**config.mk**
```make
export PLATFORM = sky130hd
export DESIGN_NAME = tlul_adapter_accel
export DESIGN_NICKNAME = d
export VERILOG_FILES = /design/src/rtl/tlul_pkg.sv /design/src/rtl/tlul_adapter_err_chk.sv /design/src/rtl/tlul_adapter_accel.sv
export SDC_FILE = /design/constraint.sdc
export NUM_CORES = 1
export LEC_CHECK = 0
export ABC_AREA = 0
export CAP_MARGIN = 15
export CORE_UTILIZATION = 42
export CTS_BUF_LIST = sky130_fd_sc_hd__clkbuf_16
export DETAILED_ROUTE_END_ITERATION = 12
export GPL_TIMING_DRIVEN = 0
export HOLD_SLACK_MARGIN = 0.08
export PLACE_DENSITY = 0.91
export SYNTH_ARGS = -nofsm -noshare
export SYNTH_HDL_FRONTEND = slang
export SYNTH_HIERARCHICAL = 1
export SYNTH_SLANG_ARGS = --single-unit
```
**constraint.sdc**
```tcl
create_clock -name clk_i -period 8.7 [get_ports clk_i]
set_input_delay 1.74 -clock clk_i [delete_from_list [all_inputs] [get_ports clk_i]]
set_output_delay 1.74 -clock clk_i [all_outputs]
set_load 0.01 [all_outputs]
```
**src/rtl/tlul_pkg.sv**
```systemverilog
// TL-UL opcode constants and A/D channel structs shared by the adapter files.
// Latency: n/a (types and constants only).
// Backpressure: n/a.
package tlul_pkg;

  localparam logic [2:0] PutFullData    = 3'h0;
  localparam logic [2:0] PutPartialData = 3'h1;
  localparam logic [2:0] Get            = 3'h4;
  localparam logic [2:0] AccessAck      = 3'h0;
  localparam logic [2:0] AccessAckData  = 3'h1;

  localparam int TlDw = 32;
  localparam int TlAw = 32;

  typedef struct packed {
    logic            a_valid;
    logic [2:0]      a_opcode;
    logic [2:0]      a_param;
    logic [1:0]      a_size;
    logic [7:0]      a_source;
    logic [TlAw-1:0] a_address;
    logic [3:0]      a_mask;
    logic [TlDw-1:0] a_data;
    logic            d_ready;
  } tl_h2d_t;

  typedef struct packed {
    logic            d_valid;
    logic [2:0]      d_opcode;
    logic [2:0]      d_param;
    logic [1:0]      d_size;
    logic [7:0]      d_source;
    logic            d_sink;
    logic [TlDw-1:0] d_data;
    logic            d_user;
    logic            d_error;
    logic            a_ready;
  } tl_d2h_t;

  // Only the three access opcodes the accelerator understands are legal.
  function automatic logic is_legal_opcode(input logic [2:0] op);
    return (op == Get) || (op == PutFullData) || (op == PutPartialData);
  endfunction

endpackage

```
**src/rtl/tlul_adapter_err_chk.sv**
```systemverilog
// Combinational request checker: opcode always, size/alignment/mask when TLUL_ADAPTER_ALIGN_CHECK_EN.
// Latency: 0 cycles (pure combinational).
// Backpressure: none; the caller samples err alongside the A handshake.
module tlul_adapter_err_chk
  import tlul_pkg::*;
(
  input  logic [2:0] opcode,
  input  logic [1:0] size,
  input  logic [1:0] addr_lo,
  input  logic [3:0] mask,
  output logic       err
);

  logic opcode_err;
  logic align_err;

  assign opcode_err = !is_legal_opcode(opcode);

`ifdef TLUL_ADAPTER_ALIGN_CHECK_EN
  // Only full-word, word-aligned accesses with sensible masks reach the accelerator.
  always_comb begin
    align_err = 1'b0;
    if (size != 2'd2)                                 align_err = 1'b1;
    if (addr_lo != 2'b00)                             align_err = 1'b1;
    if ((opcode != PutPartialData) && (mask != 4'hF)) align_err = 1'b1;
    if ((opcode == PutPartialData) && (mask == 4'h0)) align_err = 1'b1;
  end
`else
  logic unused_align;
  assign unused_align = ^{size, addr_lo, mask};
  assign align_err    = 1'b0;
`endif

  assign err = opcode_err | align_err;

endmodule

```
**src/rtl/tlul_adapter_accel.sv**
```systemverilog
// TL-UL target adapter driving a strobe register bus into an accelerator (TLUL_ADAPTER_ALIGN_CHECK_EN adds alignment checks).
// Latency: strobe 1 cycle after A handshake, d_valid 2 cycles after (1 for rejected requests), +1 per busy cycle.
// Backpressure: one request outstanding; a_ready only in IDLE, accelerator stalls via busy_i, D held until d_ready.
module tlul_adapter_accel #(
  parameter int RegAw = 8,
  parameter int RegDw = 32
) (
  input  logic                   clk_i,
  input  logic                   rst_i,
  input  tlul_pkg::tl_h2d_t      tl_i,
  output tlul_pkg::tl_d2h_t      tl_o,
  output logic                   re_o,
  output logic                   we_o,
  output logic [RegAw-1:0]       addr_o,
  output logic [RegDw-1:0]       wdata_o,
  output logic [RegDw/8-1:0]     be_o,
  input  logic [RegDw-1:0]       rdata_i,
  input  logic                   busy_i,
  input  logic                   error_i
);
  import tlul_pkg::*;

  localparam logic [1:0] ST_IDLE   = 2'd0;
  localparam logic [1:0] ST_ACCESS = 2'd1;
  localparam logic [1:0] ST_RESP   = 2'd2;

  logic [1:0]         state;
  logic [2:0]         req_op;
  logic [7:0]         req_source;
  logic [1:0]         req_size;
  logic [RegAw-1:0]   req_addr;
  logic [RegDw/8-1:0] req_mask;
  logic [RegDw-1:0]   req_data;
  logic               rsp_err;
  logic [RegDw-1:0]   rsp_data;
  logic               req_bad;
  logic               req_is_get;

  logic unused_tl;
  assign unused_tl = ^{tl_i.a_param, tl_i.a_address[TlAw-1:RegAw]};

  tlul_adapter_err_chk u_err_chk (
    .opcode  (tl_i.a_opcode),
    .size    (tl_i.a_size),
    .addr_lo (tl_i.a_address[1:0]),
    .mask    (tl_i.a_mask),
    .err     (req_bad)
  );

  assign req_is_get = (req_op == Get);

  // Request capture, accelerator completion and response handshake.
  always_ff @(posedge clk_i or posedge rst_i) begin
    if (rst_i) begin
      state      <= ST_IDLE;
      req_op     <= '0;
      req_source <= '0;
      req_size   <= '0;
      req_addr   <= '0;
      req_mask   <= '0;
      req_data   <= '0;
      rsp_err    <= 1'b0;
      rsp_data   <= '0;
    end else begin
      case (state)
        ST_IDLE: begin
          if (tl_i.a_valid) begin
            req_op     <= tl_i.a_opcode;
            req_source <= tl_i.a_source;
            req_size   <= tl_i.a_size;
            req_addr   <= tl_i.a_address[RegAw-1:0];
            req_mask   <= tl_i.a_mask;
            req_data   <= tl_i.a_data;
            rsp_data   <= '0;
            if (req_bad) begin
              rsp_err <= 1'b1;
              state   <= ST_RESP;
            end else begin
              rsp_err <= 1'b0;
              state   <= ST_ACCESS;
            end
          end
        end
        ST_ACCESS: begin
          if (!busy_i) begin
            rsp_err  <= error_i;
            rsp_data <= (req_is_get && !error_i) ? rdata_i : '0;
            state    <= ST_RESP;
          end
        end
        ST_RESP: begin
          if (tl_i.d_ready) state <= ST_IDLE;
        end
        default: state <= ST_IDLE;
      endcase
    end
  end

  assign re_o    = (state == ST_ACCESS) &&  req_is_get;
  assign we_o    = (state == ST_ACCESS) && !req_is_get;
  assign addr_o  = {req_addr[RegAw-1:2], 2'b00};
  assign wdata_o = req_data;
  assign be_o    = req_mask;

  // D channel is driven only in RESP; a_ready depends on state alone and drops during reset.
  always_comb begin
    tl_o         = '0;
    tl_o.a_ready = (state == ST_IDLE) && !rst_i;
    if (state == ST_RESP) begin
      tl_o.d_valid  = 1'b1;
      tl_o.d_opcode = req_is_get ? AccessAckData : AccessAck;
      tl_o.d_size   = req_size;
      tl_o.d_source = req_source;
      tl_o.d_error  = rsp_err;
      tl_o.d_data   = rsp_data;
    end
  end

endmodule

```
* Yosys cells after proc, flatten, opt, wreduce, memory -nomap -nowiden
Index checks and enable logic that the tools add are counted.
Storage, ports and cells: output and inout port bits 99, bits of input ports 122, word-level logic and storage cells 50, bits in registers 92
Cells by class: eq/ne operators 8, reductions and logical operators 15, muxes and demuxes 18
Operators by type and width (number):
- 2-to-1 mux 32 bit | 4
- one-hot mux 32 bit (2 select lines) | 1
- 2-to-1 mux 10 bit | 1
- 2-to-1 mux 2 bit | 4
- == test 3 bit, second input constant | 2
- != test 2 bit, second input constant | 3
- one-hot mux 2 bit (3 select lines) | 1
- AND reduction 3 bit | 2
- 2-to-1 mux 1 bit | 5
- logical AND 1 bit | 4
- 2-to-1 mux 4 bit | 1
- == test 3 x 1 -> 1 bit, second input constant | 1
- logical NOT 1 bit | 3
- logical NOT 3 bit | 1
- == test 2 x 1 -> 1 bit, second input constant | 1
- == test 2 bit, second input constant | 1
- logical NOT 2 bit | 1
- logical OR 1 bit | 2
- one-hot mux 1 bit (2 select lines) | 1
- AND reduction 2 bit | 1
- nonzero test 2 bit | 1

* Depth between registers and ports, before layout
depth in word-level cells 6, depth in mapped cells 5, gate-level depth less buffers 4

* Modules after synthesis
The synthesis kept the hierarchy.
By module, submodules not included:
- tlul_adapter_accel | area each 4080.2 um^2, cells each 305, instances 1, sequential area each 2252.2 um^2
- tlul_adapter_err_chk | area each 7.5 um^2, cells each 1, instances 1, sequential area each 0.0 um^2

* Least setup slack after synthesis
OpenSTA, ideal clock, no wires.
path type input-to-output, from in rst_i, to out tl_o[0] (netlist bit), required time 6960 ps, path slack 4961 ps, path buffers 0, cell stages on the path 1, arrival 1999 ps, path through nor3_1
Between the ends: longest elaborated chain between the ends 2
RTL lines:
- start, declared | RTL line tlul_adapter_accel.sv:9 | input logic rst_i,
- logical NOT 1 bit | RTL line tlul_adapter_accel.sv:108 | tl_o.a_ready = (state == ST_IDLE) && !rst_i;
- logical AND 1 bit | RTL line tlul_adapter_accel.sv:108
- end, declared | RTL line tlul_adapter_accel.sv:11 | output tlul_pkg::tl_d2h_t tl_o,
Every way passes these cells.

==> flow_metrics.tcl <==
set metrics [dict create \
    status "finished clean" \
    skew_ps 8.29 \
    syn_avg_cell_area_um2 13.4 \
    initialDrtViolationCount 61 \
    powerDensity_nw_per_um2 245 \
    initial_utilization 0.438 \
    final_util 0.690 \
    cts_tree "yes" \
    setup_violations 0 \
    cp_max_fo 2 \
    maxCapViolations 0 \
    grt_max_degree 48 \
    diodes 0 \
    synth_area_leaders "dfrtp_1 55%, mux2_2 24%, and2_1 6.7%" \
    rows 35 \
    post_drt_wl_per_cell_um 15.6 \
    first_pass_iters 4 \
    worst_pin_slew_ps 579 \
    ant_nets 0 \
    slew_headroom 0.614 \
    cts_root_buf "clkbuf_16" \
    postCtsHoldBufs 0 \
    crit_path_max_incr_delay_ps 590 \
    cts_buffers 9 \
    grt_first_pass_wirelength_um 15800 \
    synth_area_um2 4090 \
    gp_congestion 0.732 \
    grt_usage 0.203 \
    fp.dieArea_um2 10100 \
    fmax_mhz 214 \
    grt_overflow 0 \
    synth-seq-area-share 0.551 \
    final_cell_mix "182 x clkdlybuf4s50_1, 90 x dfrtp_1, 86 x mux2_2" \
    synthToLayoutAreaGrowth_pct 57.4 \
    drc 0 \
    synthDistinctLibCells 24 \
    die_w_um 101 \
    final_max_slew_viol_count 0 \
    ys_warn_count 6 \
    worst_setup_path_end_kind "output port" \
    cp-start-kind "primary input" \
    clock_latency_ps 330 \
    ctsResizeCount 0 \
    vias_per_cell 4.75 \
    vias 3049 \
    hold_viol_final 0 \
    netlist_instances 306 \
    path_class "primary input to output port" \
    slowest_stage "clkdlybuf4s50_1" \
    wl_um 10000 \
    clkTransAtPathRegs_ps 70 \
    clk_path_buf_depth 2 \
    die_h_um 101 \
    fp.coreArea_um2 9330 \
    grt_pass1_vias 3280 \
    path_cells "clkdlybuf4s50_1, nor3_1, clkdlybuf4s50_1" \
    multi_input_area_um2 1670 \
    crit_arrival_ps 2940 \
    io_buffers 182 \
    tns_ps 0 \
    cts_max_level 3 \
    seqCellArea_um2 2250 \
    drive_above_1_share 0.251 \
    layout.nets 630 \
    yosysTopAreaCellShare 0.551 \
    layout_commonest_cell "clkdlybuf4s50_1" \
    dpl.hpwl_um 7710 \
    synth-seq-cells 90 \
    irDropWorstVdd_uv 144 \
    period_share 0.538 \
    p_leak_nw 2.91 \
    hold_class "flop to flop" \
    fillers 707 \
    rsz0062_at_grt "no" \
    yosysTopAreaCell "dfrtp_1" \
    io_pins 221 \
    post-cts-setup-buffers 0 \
    fin_crit_ps 4680 \
    antenna_found_initial 0 \
    worstPathRequired_ps 6960 \
    path_common_cell "clkdlybuf4s50_1" \
    cts.sinks 90 \
]
==> registers in the layout, indices dropped and copies added, names as in the netlist <==
signal and cells:
req_addr 6, req_size 2, wdata_o 32, be_o 4
state 2, req_source 8, rsp_err 1, req_op 3
rsp_data 32
==> through the flow <==
stage / hold WS, ps / area, µm² / worst slack, ps / instances / total power [mW]
3_3_place_gp: 460 / 6100 / 3260 / 625 / 1.17
4_1_cts: 494 / 6430 / 4000 / 642 / 1.59
6_report: 485 / 6430 / 4020 / 642 / 1.57
5_1_grt: 514 / 6430 / 3910 / 642 / 1.66
2_1_floorplan: 449 / 4120 / 4620 / 314 / 0.877
3_5_place_dp: 472 / 6130 / 4000 / 626 / 1.20
==> worst max-delay path, delay by kind of cell <==
kind / cells / cell delay, ps
simple gates: 1 / 150
buf+inv: 2 / 1050
==> where the power goes <==
part / internal [mW] / total, mW / leakage [nW] / switching [mW]
clock: 0.225 / 0.391 / 0.148 / 0.165
sequential: 0.533 / 0.593 / 1.12 / 0.0593
combinational: 0.356 / 0.591 / 1.64 / 0.235
total: 1.11 / 1.57 / 2.91 / 0.460
==> cell type report <==
cell class | instances | area share
buffer | 30 | 0.0300
clock buffer | 9 | 0.0350
clock inverter | 7 | 0.0119
inverter | 2 | 0.00156
multi-input combinational | 192 | 0.259
sequential | 90 | 0.350
tap | 129 | 0.0251
timing repair buffer | 183 | 0.287
==> final timing paths <==
check / startpoint / to / slack [ps] / cells after the start
worst max-delay path: rst_i / tl_o[0] / 4020 / 3
min in group asynchronous: rst_i / req_op[2] / 1860 / 2
worst max register to register: state[1] / rsp_data[4] / 6990 / 5
worst min register to register: req_size[0] / req_size[0] / 490 / 1
worst min-delay path: req_size[0] / req_size[0] / 490 / 1
max in group asynchronous: rst_i / wdata_o[2] / 6190 / 3
==> cells by family after synthesis <==
family	share of synthesized area
flip-flops	0.551
multiplexers	0.245
AND/OR/NAND/NOR	0.143
buffers and inverters	0.0490
AO/OA/AOI/OAI	0.0107
other	0.000917
==> synth_stat cells <==
| master | instances |
|---|---|
| a21o_1 | 2 |
| a21oi_1 | 1 |
| a21oi_4 | 1 |
| a22oi_1 | 1 |
| and2_1 | 44 |
| and3_1 | 32 |
| and3b_1 | 1 |
| buf_2 | 4 |
| buf_4 | 14 |
| buf_6 | 3 |
| clkbuf_1 | 9 |
| conb_1 | 1 |
| dfrtp_1 | 90 |
| inv_1 | 2 |
| mux2_1 | 3 |
| mux2_2 | 86 |
| nand2b_1 | 2 |
| nand2b_4 | 1 |
| nand3b_1 | 1 |
| nor2_1 | 3 |
| nor2_8 | 1 |
| nor2b_1 | 1 |
| nor3_1 | 1 |
| nor3b_2 | 2 |
==> metal layers <==
layer / vias to the layer above / part of all wire / GRT usage
li1: 1430 / - / -
met1: 1485 / 0.39 / 0.230
met2: 120 / 0.52 / 0.356
met3: 14 / 0.078 / 0.0680
met4: 0 / 0.019 / 0.0713
met5: - / 0 / 0
No activity file was read; power rests on OpenSTA's default activity.
==> variant: new RTL, same settings <==
Build with the macro `TLUL_ADAPTER_ALIGN_CHECK_EN` defined.
--- a/src/rtl/tlul_adapter_err_chk.sv
+++ b/src/rtl/tlul_adapter_err_chk.sv
@@ -2,4 +2,6 @@
 // Latency: 0 cycles (pure combinational).
 // Backpressure: none; the caller samples err alongside the A handshake.
+`define TLUL_ADAPTER_ALIGN_CHECK_EN
+
 module tlul_adapter_err_chk
   import tlul_pkg::*;
Function: changed (a bounded check fails within 4 cycles, from zero or initial values and one cycle with rst_i high).
==> variant against the original RTL <==
Clock skew up 2.7 ps; sequential cell count is the same; cell area up 1.1%; first-iteration DRC count is 66% lower; final cell count up 0.93%; worst setup slack improved by 35 ps; area after synthesis is 0.80% higher; total power is 20% lower; synthesized cell count grew 1.3%; global-route usage grew 0.13 points; largest power group unchanged; clock power rose by 5.6%; routed wire length rose by 0.91%.
==> variant: results (changes against the original RTL) <==
Outcome
  • Status: complete, no violations (unchanged)

Synth
  • Share of synthesized area spent on multiplexers: 0.243 (was 0.245)
  • Ranking of synthesized cells by area: sky130_fd_sc_hd__dfrtp_1 (55%), sky130_fd_sc_hd__mux2_2 (24%), sky130_fd_sc_hd__and2_1 (6.7%), sky130_fd_sc_hd__and3_1 (4.9%), sky130_fd_sc_hd__buf_4 (2.6%) (unchanged)
  • Compound-cell area share of the yosys netlist: 0.0164 (was 0.0107)
  • Cell variety after synth: 28 (was 24)
  • Sequential fraction of the synthesis area: 0.547 (was 0.551)

Placement
  • Total of buffers placed on input and output ports: 184 (was 182)
  • Area after detailed placement: 6180 um2 (was 6130 um2)
  • Pre-CTS WS: 4050 ps (was 4000 ps)
  • Routability-driven placement congestion ratio: 0.774 (was 0.732)
  • Placed wire-length estimate after detailed placement: 7.75 mm (was 7.71 mm)

Critical path
  • Data arrival time of the worst path: 2900 ps (was 2940 ps)
  • Setup slack on the worst flop-to-flop path: 7000 ps (was 6990 ps)
  • Longest individual stage delay on the worst path: 560 ps (was 590 ps)
  • Reg2reg end: rsp_data[2] (was rsp_data[4])

Layout
  • Non-clock buffers, area share: 0.317 (about the same)
  • Register fraction of the total cell area: 0.346 (was 0.350)
  • Multi-input combinational gate total: 196 (was 192)
  • Final core area utilization: 0.694 (was 0.690)
  • Final net count: 636 (was 630)
  • Fraction of final layout cells with drive strength greater than 1: 0.250 (was 0.251)
  • Final-layout clock-cell area share: 0.0491 (was 0.0469)
  • Fraction of area in multi-input gates: 0.261 (was 0.259)
  • Non-CTS buffers: 215 (was 213)

Detailed routing
  • DRC marker count from the first detailed-route iteration: 21 (was 61)
  • Routed length on met1: 4.09 mm (was 3.87 mm)
  • Sum of met3 wire segment lengths after detailed routing: 657 um (was 776 um)
  • Vias per std cell: 4.74 (was 4.75)
  • Met2 WL: 5.26 mm (was 5.17 mm)
  • Routed length per placed instance: 15.6 um (about the same)

Power and ir drop
  • Static Leakage: 2.93 nW (was 2.91 nW)
  • Internal Pwr Total: 0.000941 W (was 0.00111 W)

Timing
  • Final Hold Slack: 486 ps (was 485 ps)
  • Slew HR: 0.624 (was 0.614)
  • Worst clock skew: 11.0 ps (was 8.29 ps)
  • Final critical delay including setup and external delays: 4640 ps (was 4680 ps)

GRT
  • Vias in the first global route: 3323 (was 3280)
  • Pin count of the biggest net entering global routing: 49 (was 48)
  • GR Util met2: 0.362 (was 0.356)
  • Met1 Resource Use GR: 0.244 (was 0.230)
  • Global routing usage summed across all routing layers: 0.204 (was 0.203)
  • Global-route wire length before repair: 16.2 mm (was 15.8 mm)

Clock network
  • Clock buffer depth: 2 (unchanged)
## variant: cell count changes after synthesis, sizes merged
cell	delta
nor4b	+1
o2111ai	+1
o31a	+1
a21o	-1
a21oi	+1
a31o	+1
## variant: power groups by stage
stage               clock, W  sequential [W]  combinational, W
floorplan                  0        0.000536          0.000128
global placement           0        0.000515          0.000331
detailed placement         0        0.000520          0.000341
CTS                 0.000421        0.000512          0.000343
global route        0.000440        0.000519          0.000363
finish              0.000413        0.000511          0.000338
## variant: metrics by stage
| stage | cells | total power (W) |
|---|---|---|
| global placement | 631 | 0.000846 |
| detailed placement | 632 | 0.000861 |
| CTS | 648 | 0.00128 |
| finish | 648 | 0.00126 |
| global route | 648 | 0.00132 |
| floorplan | 318 | 0.000665 |
## variant: worst max-delay path: cells and delay by family
kind / cells / cell delay [ps]
and+or+nand+nor: 1 / 140
buffers and inverters: 2 / 1020
